### src/rtl/la_pkg.sv
// Shared definitions for the logic-analyser sampler: trigger mode codes, FSM states,
// and the pre-trigger depth clamp.
package la_pkg;

    localparam logic [1:0] TRIG_FALL  = 2'd0;
    localparam logic [1:0] TRIG_RISE  = 2'd1;
    localparam logic [1:0] TRIG_ANY   = 2'd2;
    localparam logic [1:0] TRIG_LEVEL = 2'd3;

    typedef enum logic [1:0] {
        ST_IDLE    = 2'd0,
        ST_ARMED   = 2'd1,
        ST_CAPTURE = 2'd2,
        ST_DRAIN   = 2'd3
    } la_state_e;

    function automatic int clamp_pre(input int req, input int pre_max);
        return (req > pre_max) ? pre_max : req;
    endfunction

endpackage

### src/rtl/la_ring_buffer.sv
// Purpose: circular sample FIFO with flush and internal drop-oldest; head is the entry at the read pointer.
// Latency: a push into an empty ring is visible on head_dat / !empty the next clock.
// Backpressure: a push into a full ring is dropped (drop=1) unless a pop/discard frees a slot in the same clock.
module la_ring_buffer #(
    parameter int WIDTH = 8,
    parameter int DEPTH = 16
) (
    input  logic                         clk,
    input  logic                         rst_n,
    input  logic                         flush,
    input  logic                         push,
    input  logic                         pop,
    input  logic                         discard_oldest,
    input  logic [WIDTH-1:0]             push_dat,
    output logic [WIDTH-1:0]             head_dat,
    output logic                         full,
    output logic                         empty,
    output logic                         drop,
    output logic [$clog2(DEPTH+1)-1:0]   count
);

    localparam int AW = (DEPTH > 1) ? $clog2(DEPTH) : 1;
    localparam int CW = $clog2(DEPTH + 1);

    logic [WIDTH-1:0] mem_q [DEPTH];
    logic [WIDTH-1:0] mem_d [DEPTH];
    logic [AW-1:0]    wr_ptr_q, wr_ptr_d;
    logic [AW-1:0]    rd_ptr_q, rd_ptr_d;
    logic [CW-1:0]    count_q, count_d;
    logic             rd_en, wr_en;

    function automatic logic [AW-1:0] ptr_inc(input logic [AW-1:0] p);
        return (p == AW'(DEPTH - 1)) ? '0 : p + AW'(1);
    endfunction

    assign empty    = (count_q == '0);
    assign full     = (count_q == CW'(DEPTH));
    assign rd_en    = (pop || discard_oldest) && !empty;
    // A read in the same clock frees the slot, so a full-ring push is still accepted.
    assign wr_en    = push && (!full || rd_en);
    assign drop     = push && !wr_en;
    assign head_dat = mem_q[rd_ptr_q];
    assign count    = count_q;

    always_comb begin
        mem_d    = mem_q;
        wr_ptr_d = wr_ptr_q;
        rd_ptr_d = rd_ptr_q;
        count_d  = count_q;
        if (flush) begin
            wr_ptr_d = '0;
            rd_ptr_d = '0;
            count_d  = '0;
        end else begin
            if (wr_en) begin
                mem_d[wr_ptr_q] = push_dat;
                wr_ptr_d        = ptr_inc(wr_ptr_q);
            end
            if (rd_en) begin
                rd_ptr_d = ptr_inc(rd_ptr_q);
            end
            case ({wr_en, rd_en})
                2'b10:   count_d = count_q + CW'(1);
                2'b01:   count_d = count_q - CW'(1);
                default: count_d = count_q;
            endcase
        end
    end

    always_ff @(posedge clk or negedge rst_n) begin
        if (!rst_n) begin
            for (int i = 0; i < DEPTH; i++) begin
                mem_q[i] <= '0;
            end
            wr_ptr_q <= '0;
            rd_ptr_q <= '0;
            count_q  <= '0;
        end else begin
            mem_q    <= mem_d;
            wr_ptr_q <= wr_ptr_d;
            rd_ptr_q <= rd_ptr_d;
            count_q  <= count_d;
        end
    end

endmodule

### src/rtl/la_sampler_core.sv
// Purpose: armed/triggered multi-channel capture engine; LA_PRETRIG_EN adds a PRE_MAX-entry pre-trigger history.
// Latency: pin to s_d 2 clocks; a pushed sample reaches wr_valid 1 clock later.
// Backpressure: wr_valid/wr_ready; samples pushed into a full ring are dropped and flagged by sticky overflow.
module la_sampler_core
    import la_pkg::*;
#(
    parameter int NUM_CH  = 8,
    parameter int DEPTH_W = 12,
    parameter int PRE_MAX = 16,
    localparam int CH_W   = (NUM_CH > 1) ? $clog2(NUM_CH) : 1,
    localparam int PD_W   = $clog2(PRE_MAX + 1)
) (
    input  logic               clk,
    input  logic               rst_n,
    input  logic               arm,
    input  logic               abort,
    input  logic [CH_W-1:0]    trigger_ch,
    input  logic [1:0]         trig_mode,
    input  logic [15:0]        div_cnt,
    input  logic [DEPTH_W-1:0] sample_depth,
    input  logic [PD_W-1:0]    pre_depth,
    input  logic [NUM_CH-1:0]  data_in,
    output logic               wr_valid,
    input  logic               wr_ready,
    output logic [NUM_CH-1:0]  wr_data,
    output logic               busy,
    output logic               done,
    output logic               overflow
);

`ifdef LA_PRETRIG_EN
    localparam int RING_DEPTH = PRE_MAX;
`else
    localparam int RING_DEPTH = 1;
`endif
    localparam int CNT_W = $clog2(RING_DEPTH + 1);

    la_state_e          state_q, state_d;
    logic [NUM_CH-1:0]  sync1_q, s_q, prev_q;
    logic [CH_W-1:0]    trig_ch_q, trig_ch_d;
    logic [1:0]         mode_q, mode_d;
    logic [15:0]        div_q, div_d, div_cnt_q, div_cnt_d;
    logic [DEPTH_W-1:0] depth_q, depth_d, sample_cnt_q, sample_cnt_d, depth_eff;
    logic               overflow_q, overflow_d, done_q, done_d;
    logic               cur_bit, prev_bit, hit, strobe, out_en;
    logic               push, pop, flush, discard;
    logic               ring_full, ring_empty, ring_drop;
    logic [CNT_W-1:0]   ring_count;
    logic               unused_ok;
`ifdef LA_PRETRIG_EN
    logic [PD_W-1:0]    pre_q, pre_d;
    assign unused_ok = ring_full;
`else
    assign unused_ok = ^{ring_full, pre_depth};
`endif

    // Channel selects outside 0..NUM_CH-1 match nothing, so the trigger never fires.
    always_comb begin
        cur_bit  = 1'b0;
        prev_bit = 1'b0;
        for (int i = 0; i < NUM_CH; i++) begin
            if (trig_ch_q == CH_W'(i)) begin
                cur_bit  = s_q[i];
                prev_bit = prev_q[i];
            end
        end
    end

    always_comb begin
        hit = 1'b0;
        if (state_q == ST_ARMED) begin
            case (mode_q)
                TRIG_FALL:  hit = prev_bit & ~cur_bit;
                TRIG_RISE:  hit = ~prev_bit & cur_bit;
                TRIG_ANY:   hit = prev_bit ^ cur_bit;
                default:    hit = cur_bit;
            endcase
        end
    end

    assign strobe    = (div_q <= 16'd1) || (div_cnt_q == div_q - 16'd1);
    assign depth_eff = (depth_q == '0) ? DEPTH_W'(1) : depth_q;
    assign out_en    = (state_q == ST_CAPTURE) || (state_q == ST_DRAIN);
    assign wr_valid  = out_en && !ring_empty;
    assign pop       = wr_valid && wr_ready;

    always_comb begin
        state_d      = state_q;
        trig_ch_d    = trig_ch_q;
        mode_d       = mode_q;
        div_d        = div_q;
        depth_d      = depth_q;
        sample_cnt_d = sample_cnt_q;
        overflow_d   = overflow_q | ring_drop;
        done_d       = 1'b0;
        push         = 1'b0;
        flush        = 1'b0;
        discard      = 1'b0;
        div_cnt_d    = '0;
`ifdef LA_PRETRIG_EN
        pre_d        = pre_q;
`endif
        if ((state_q == ST_ARMED) || (state_q == ST_CAPTURE)) begin
            div_cnt_d = (hit || strobe) ? 16'd0 : div_cnt_q + 16'd1;
        end

        if (abort) begin
            state_d      = ST_IDLE;
            flush        = 1'b1;
            sample_cnt_d = '0;
            div_cnt_d    = '0;
        end else begin
            case (state_q)
                ST_IDLE: begin
                    if (arm) begin
                        state_d      = ST_ARMED;
                        flush        = 1'b1;
                        sample_cnt_d = '0;
                        overflow_d   = 1'b0;
                        trig_ch_d    = trigger_ch;
                        mode_d       = trig_mode;
                        div_d        = div_cnt;
                        depth_d      = sample_depth;
`ifdef LA_PRETRIG_EN
                        pre_d        = PD_W'(clamp_pre(int'(pre_depth), PRE_MAX));
`endif
                    end
                end
                ST_ARMED: begin
                    if (hit) begin
                        push         = 1'b1;
                        sample_cnt_d = DEPTH_W'(1);
                        state_d      = (depth_eff == DEPTH_W'(1)) ? ST_DRAIN : ST_CAPTURE;
                    end
`ifdef LA_PRETRIG_EN
                    // History window: keep only the newest pre_q samples.
                    else if (strobe && (pre_q != '0)) begin
                        push    = 1'b1;
                        discard = (ring_count >= CNT_W'(pre_q));
                    end
`endif
                end
                ST_CAPTURE: begin
                    if (strobe) begin
                        push         = 1'b1;
                        sample_cnt_d = sample_cnt_q + DEPTH_W'(1);
                        if (sample_cnt_q == depth_eff - DEPTH_W'(1)) begin
                            state_d = ST_DRAIN;
                        end
                    end
                end
                default: begin
                    if (ring_empty || ((ring_count == CNT_W'(1)) && pop)) begin
                        state_d = ST_IDLE;
                        done_d  = 1'b1;
                    end
                end
            endcase
        end
    end

    la_ring_buffer #(
        .WIDTH (NUM_CH),
        .DEPTH (RING_DEPTH)
    ) u_ring (
        .clk            (clk),
        .rst_n          (rst_n),
        .flush          (flush),
        .push           (push),
        .pop            (pop),
        .discard_oldest (discard),
        .push_dat       (s_q),
        .head_dat       (wr_data),
        .full           (ring_full),
        .empty          (ring_empty),
        .drop           (ring_drop),
        .count          (ring_count)
    );

    always_ff @(posedge clk or negedge rst_n) begin
        if (!rst_n) begin
            sync1_q      <= '0;
            s_q          <= '0;
            prev_q       <= '0;
            state_q      <= ST_IDLE;
            trig_ch_q    <= '0;
            mode_q       <= '0;
            div_q        <= '0;
            div_cnt_q    <= '0;
            depth_q      <= '0;
            sample_cnt_q <= '0;
            overflow_q   <= 1'b0;
            done_q       <= 1'b0;
`ifdef LA_PRETRIG_EN
            pre_q        <= '0;
`endif
        end else begin
            sync1_q      <= data_in;
            s_q          <= sync1_q;
            prev_q       <= s_q;
            state_q      <= state_d;
            trig_ch_q    <= trig_ch_d;
            mode_q       <= mode_d;
            div_q        <= div_d;
            div_cnt_q    <= div_cnt_d;
            depth_q      <= depth_d;
            sample_cnt_q <= sample_cnt_d;
            overflow_q   <= overflow_d;
            done_q       <= done_d;
`ifdef LA_PRETRIG_EN
            pre_q        <= pre_d;
`endif
        end
    end

    assign busy     = (state_q != ST_IDLE);
    assign done     = done_q;
    assign overflow = overflow_q;

endmodule

### config.mk
export PLATFORM = sky130hd
export DESIGN_NAME = la_sampler_core
export DESIGN_NICKNAME = d
export VERILOG_FILES = /design/src/rtl/la_pkg.sv /design/src/rtl/la_ring_buffer.sv /design/src/rtl/la_sampler_core.sv
export SDC_FILE = /design/constraint.sdc
export NUM_CORES = 1
export LEC_CHECK = 0
export BUFFER_PORTS_ARGS = -buffer_cell sky130_fd_sc_hd__buf_2
export CORE_ASPECT_RATIO = 2
export CORE_MARGIN = 2
export CORE_UTILIZATION = 45
export CTS_BUF_LIST = sky130_fd_sc_hd__clkbuf_8
export DETAILED_ROUTE_END_ITERATION = 8
export HOLD_SLACK_MARGIN = 0.02
export PLACE_DENSITY = 0.62
export SYNTH_ARGS = -nofsm -noshare
export SYNTH_HDL_FRONTEND = slang
export SYNTH_SLANG_ARGS = --single-unit
### constraint.sdc
create_clock -name clk -period 7.9 [get_ports clk]
set_input_delay 0.79 -clock clk [delete_from_list [all_inputs] [get_ports clk]]
set_output_delay 0.79 -clock clk [all_outputs]
set_load 0.01 [all_outputs]
# Word-level counts from Yosys, hierarchy flattened
# Cells that the tools add are included.
[op_classes]
add_sub_neg = 8
magnitude_cmp = 4
eq_ne = 21
mux = 59
bitwise_logic = 9
n_reduce_logical = 29
[op_table]
columns = ["op", "n"]
rows = [
  ["$mux 12", 5],
  ["$mux 16", 3],
  ["$mux 1", 37],
  ["$pmux 12 s3", 1],
  ["$add 16x1->16 const B", 1],
  ["$eq 16x16->1", 1],
  ["$le 16x1->1 const B", 1],
  ["$mux 8", 2],
  ["$sub 16x1->16 const B", 1],
  ["$add 12x1->12 const B", 1],
  ["$eq 12x1->1 const B", 1],
  ["$eq 12x12->1", 1],
  ["$eq 3x3->1 const B", 4],
  ["$logic_not 12->1", 1],
  ["$mux 2", 6],
  ["$sub 12x1->12 const B", 1],
  ["$ne 3x3->1 const B", 3],
  ["$bwmux 8", 1],
  ["$eq 2x2->1 const B", 4],
  ["$eq 2x1->1 const B", 3],
  ["$eq 3x2->1 const B", 2],
  ["$logic_and 1x1->1", 6],
  ["$logic_or 1x1->1", 6],
  ["$pmux 2 s3", 1],
  ["24 further kinds", 37],
]
[word_totals]
regBits = 100
in_bits = 51
out_inout_bits = 12
wordCells = 146

# Depth between registers and ports, before layout
[logic_depth]
ltp_word = 23
ltp_mapped = 15
ltp_nobuf = 12

# Cells and area by module
# Synthesis repeated with hierarchy kept, for this count alone.
[hier_totals]
hier_cells = 484
area_unflattened_um2 = 5252.5
[modules_own_cells]
columns = ["module", "n_inst", "cells_each", "area_each_um2", "seq_area_each_um2"]
rows = [
  ["la_sampler_core", 1, 460, 4873.4, 2227.1],
  ["la_ring_buffer", 1, 24, 379.1, 225.2],
]

# Least setup slack after synthesis
# OpenSTA, ideal clock, no wires.
[synth_timing]
path_type = "register to register"
start = "register depth_q[4]"
end = "register state_q[0]"
setup_ns = 0.079
arrival_time_ns = 3.272
required_ns = 7.821
path_slack_ns = 4.548
path_stages_with_launch = 12
n_path_buf = 0
period_less_slack_ns = 3.352
cell_sequence = "dfrtp_1 > or4_1 > nor4_1 > nor2_1 > ha_1 > nor2_1 > a21oi_1 > a221o_1 > or4_1 > a2111oi_0 > o2bb2ai_1 > mux2i_1"
[synth_via]
elab_chain_len = 7
word_cells_on_any_way = 11
classes_between = "add/sub (1); eq/ne (3); mux (5); reduce/logical (2)"
[synth_lines]
columns = ["element", "line", "text"]
rows = [
  ["start, declared", "la_sampler_core.sv:43", "logic [DEPTH_W-1:0] depth_q, depth_d, sample_cnt_q, sample_cnt_d, depth_eff;"],
  ["start signal, assigned", "la_sampler_core.sv:206", "depth_q <= depth_d;"],
  ["$logic_not 12->1", "la_sampler_core.sv:82", "assign depth_eff = (depth_q == '0) ? DEPTH_W'(1) : depth_q;"],
  ["$mux 12 (*)", "la_sampler_core.sv:82", ""],
  ["branches (longest 5 deep; another with $sub 12x1->12)", "n/a", ""],
  ["end signal, assigned", "la_sampler_core.sv:201", "state_q <= state_d;"],
  ["end, declared", "la_sampler_core.sv:38", "la_state_e state_q, state_d;"],
]
# Mark *: on every way between the ends. The select of a mux whose other input is x is not followed.
# A chain may end at the register's enable or synchronous reset.

# Final worst setup path
[layout_timing]
start = "register depth_q[5]"
end = "register state_q[1]"
[layout_via]
elab_chain_len = 6
[layout_lines]
columns = ["element", "line", "text"]
rows = [
  ["$logic_not 12->1", "la_sampler_core.sv:82", ""],
  ["$mux 12 (*)", "la_sampler_core.sv:82", ""],
  ["$sub 12x1->12 (*)", "la_sampler_core.sv:147", "if (sample_cnt_q == depth_eff - DEPTH_W'(1)) begin"],
  ["$eq 12x12->1 (*)", "la_sampler_core.sv:147", ""],
  ["$ne 3x2->1 (no source line) (*)", "n/a", ""],
  ["$reduce_and 5->1 (no source line) (*)", "n/a", ""],
]
# Every way passes the cells marked *; elsewhere a longest branch is shown, timed or not.

==> key figures <==
Status
  – Outcome: finished, final reports clean

Layout
  – Non-Filler Instances: 767
  – Most frequent cells in the layout: nand2_1 (110), dfrtp_1 (98), buf_2 (56)
  – Commonest non-fill, non-tap cell in the layout: nand2_1
  – Syn-to-layout area delta: 10.4%
  – Fill count: 1098
  – Sequential Area: 2450 um2
  – Final net count: 681
  – Post-Route Utilization: 0.509
  – Layout cells sized above 1: 0.158
  – Footprint of the multi-input gates: 2720 um2
  – Antenna cells: 0

Synth
  – Dominant cell type by area after synthesis: dfrtp_1
  – Syn nets: 641
  – Cell area after synthesis: 5390 um2
  – Largest cells by area after synthesis: dfrtp_1 (45%), nand2_1 (7.7%), xnor2_1 (4.2%), ha_1 (3.0%), nor2_1 (2.9%)
  – Cells after Synth: 577
  – Mapped Avg Cell Area: 9.35 um2
  – Synth warnings: 0
  – EDFF count, synth: 0
  – Post-synth ARST share: 1.00
  – Area share of the leading cell type in the synthesized netlist: 0.455
  – Predominant post-synthesis flop cell: dfrtp_1
  – Synth Register Bits: 98
  – Cell variety after synth: 66
  – Seq/Total Area, Yosys: 0.455

Clock tree
  – Number of hold buffers added after cts: 0
  – Root buffer cell: clkbuf_8
  – Post-cts sizing count: 0
  – Clock Latency Late Sink: 380 ps
  – TritonCTS buffer count: 9
  – CTS tree: yes
  – Clock sinks: 98
  – # H-tree levels: 3
  – Setup Buffers After CTS: 0
  – Clk buf depth: 2
  – Clock-pin slew on the worst setup and hold paths: 120 ps

Global route
  – First-pass GRT wire length: 21500 um
  – Pin count of the biggest net entering global routing: 59
  – Global route total overflow: 0
  – Global Route Usage Sum: 0.212
  – Initial antenna violation count: 0
  – Number of global-route vias before repair: 4606

STA
  – Headroom to the max-slew limit: 0.495
  – Final Hold Fails: 0
  – Endpoints failing setup: 0
  – Final period util: 0.523
  – Setup Total Neg Slack: 0 ps
  – Slew Viols, Final: 0
  – Fmax achieved: 0.242 GHz
  – Clock skew after layout: 23.6 ps
  – Final setup margin: 3770 ps
  – Worst Tran Pin Value: 738 ps
  – RSZ-0062 raised after global routing: false
  – Min cycle time layout: 4130 ps

Setup path
  – Reg2Reg Depth: 11
  – WP data arrival: 4440 ps
  – Worst EP required: 8210 ps
  – Critical path class: register to register
  – Critical path endpoint category: register
  – CP startpoint kind: register
  – Crit-path max FO: 7

Place
  – Placed cells: 751
  – RePlAce Congestion: 0.813
  – Place WS: 3800 ps
  – HPWL Detailed: 9470 um
  – Buffers on Ports: 57

Drt
  – Wire per inst: 16.9 um
  – Iteration-0 DRC Markers: 219
  – Via density: 5.75
  – DR vias: 4407
  – First-pass DRT Iterations: 4
  – DRC: 0
  – Total Routed Length: 13000 um
  – DRT antenna net count: 0

Power and ir drop
  – Worst vdd ir: 0.144 mV
  – Switching Share: 0.439
  – Static Leakage: 2.72 nW
  – PwrDens: 310 nW/um2
  – Seq pwr share: 0.426
  – Combinational Power Share: 0.395
  – Clock power frac: 0.179
  – Pint: 1.03 mW
  – Switching power: 0.810 mW

Floorplanning
  – Starting Density: 0.461
  – DIE WIDTH: 81.4 um
  – Die height: 159 um
  – Core outline area: 11700 um2
  – Num rows: 56
  – Die area: 12900 um2
  – I/O pin total: 63

Flow run
  – Total of max-cap violations: 0

Hold path
  – Tightest Hold Check Type: input pin to async pin
==> flip-flops by register name (all words and copies together) (netlist names) <==
signal / count
div_cnt_q: 16
overflow: 1
u_ring.count: 1
prev_q: 8
sample_cnt_q: 12
depth_q: 12
trig_ch_q: 3
div_q: 16
done: 1
mode_q: 2
sync1_q: 8
u_ring.mem_q: 8
state_q: 2
s_q: 8
==> metrics by stage <==
step / instance area, um2 / hold slack [ps] / power [mW]
final: 5960 / 359 / 1.84
after global routing: 5960 / 369 / 1.98
after CTS: 5960 / 364 / 1.86
after global placement: 5750 / 333 / 1.49
after floorplan: 5390 / 331 / 1.31
after detailed placement: 5750 / 336 / 1.52
==> cells in the mapped netlist, drive strengths merged (2+ instances only) <==
| library cell | instances |
|---|---|
| nand2 | 110 |
| and2 | 3 |
| o21a | 3 |
| dfrtp | 98 |
| ha | 13 |
| o31ai | 3 |
| xnor2 | 26 |
| or2 | 6 |
| a211oi | 7 |
| clkbuf | 22 |
| nand3 | 20 |
| o211ai | 9 |
| inv | 22 |
| nor4b | 2 |
| a41oi | 2 |
| nor4 | 11 |
| a2111oi | 3 |
| o21bai | 2 |
| a21oi | 8 |
| buf | 9 |
| o21ai | 16 |
| nand2b | 7 |
| or3 | 6 |
| a31oi | 5 |
| a22o | 7 |
| a221oi | 3 |
| mux2i | 9 |
| nand4 | 3 |
| o221ai | 6 |
| nor3b | 5 |
| or4b | 2 |
| and3 | 8 |
| or4 | 7 |
| nor2 | 42 |
| a32o | 4 |
| nor2b | 6 |
| mux2 | 9 |
| xor2 | 14 |
| nor3 | 18 |
| and4 | 3 |
==> kinds of logic after synthesis <==
kind of cell    after synthesis  synth area share
xor+xnor                     40            0.0650
compound gates               93             0.129
buf+inv                      53            0.0404
flops                        98             0.455
mux                          19            0.0452
simple gates                261             0.235
fa+ha+maj                    13            0.0302
==> per-layer routing <==
layer  vias up  GRT usage  routed length (um)
met3        26     0.0267                 370
met5         -          0                   0
li1       2114          -                   -
met2        97      0.386                7300
met1      2170      0.228                4860
met4         0      0.106                 450
==> worst paths after layout <==
check | startpoint | endpoint | slack, ps
worst max-delay path | depth_q[5] | state_q[1] | 3770
worst min-delay path | rst_n | done | 360
worst max register to register | depth_q[5] | state_q[1] | 3770
worst min register to register | sync1_q[0] | s_q[0] | 360
max in group asynchronous | rst_n | div_cnt_q[5] | 6380
min in group clk | sync1_q[0] | s_q[0] | 360
==> power groups by stage <==
stage / clock network, mW / logic, mW / registers (mW)
3_5_place_dp: 0 / 0.728 / 0.790
4_1_cts: 0.341 / 0.733 / 0.781
5_1_grt: 0.365 / 0.814 / 0.803
2_1_floorplan: 0 / 0.603 / 0.708
6_report: 0.331 / 0.728 / 0.785
3_3_place_gp: 0 / 0.705 / 0.785
==> worst max-delay path, stage by stage, from the launching register on <==
cell	delay (ps)
dfrtp_1	500
or4_1	610
nor4_1	450
nor2_1	120
ha_1	280
nor2_1	130
a21oi_1	50
a221o_1	320
or4_1	510
a2111oi_0	610
o2bb2ai_1	260
mux2i_1	230
==> area by class of cell <==
class,instances,share of cell area
Clock buffer,9,0.0208
Clock inverter,7,0.0137
Inverter,22,0.0139
Multi-Input combinational cell,426,0.457
Sequential cell,98,0.412
Tap cell,145,0.0305
Timing Repair Buffer,60,0.0521
Note: power is estimated with default switching activity, not from simulation.
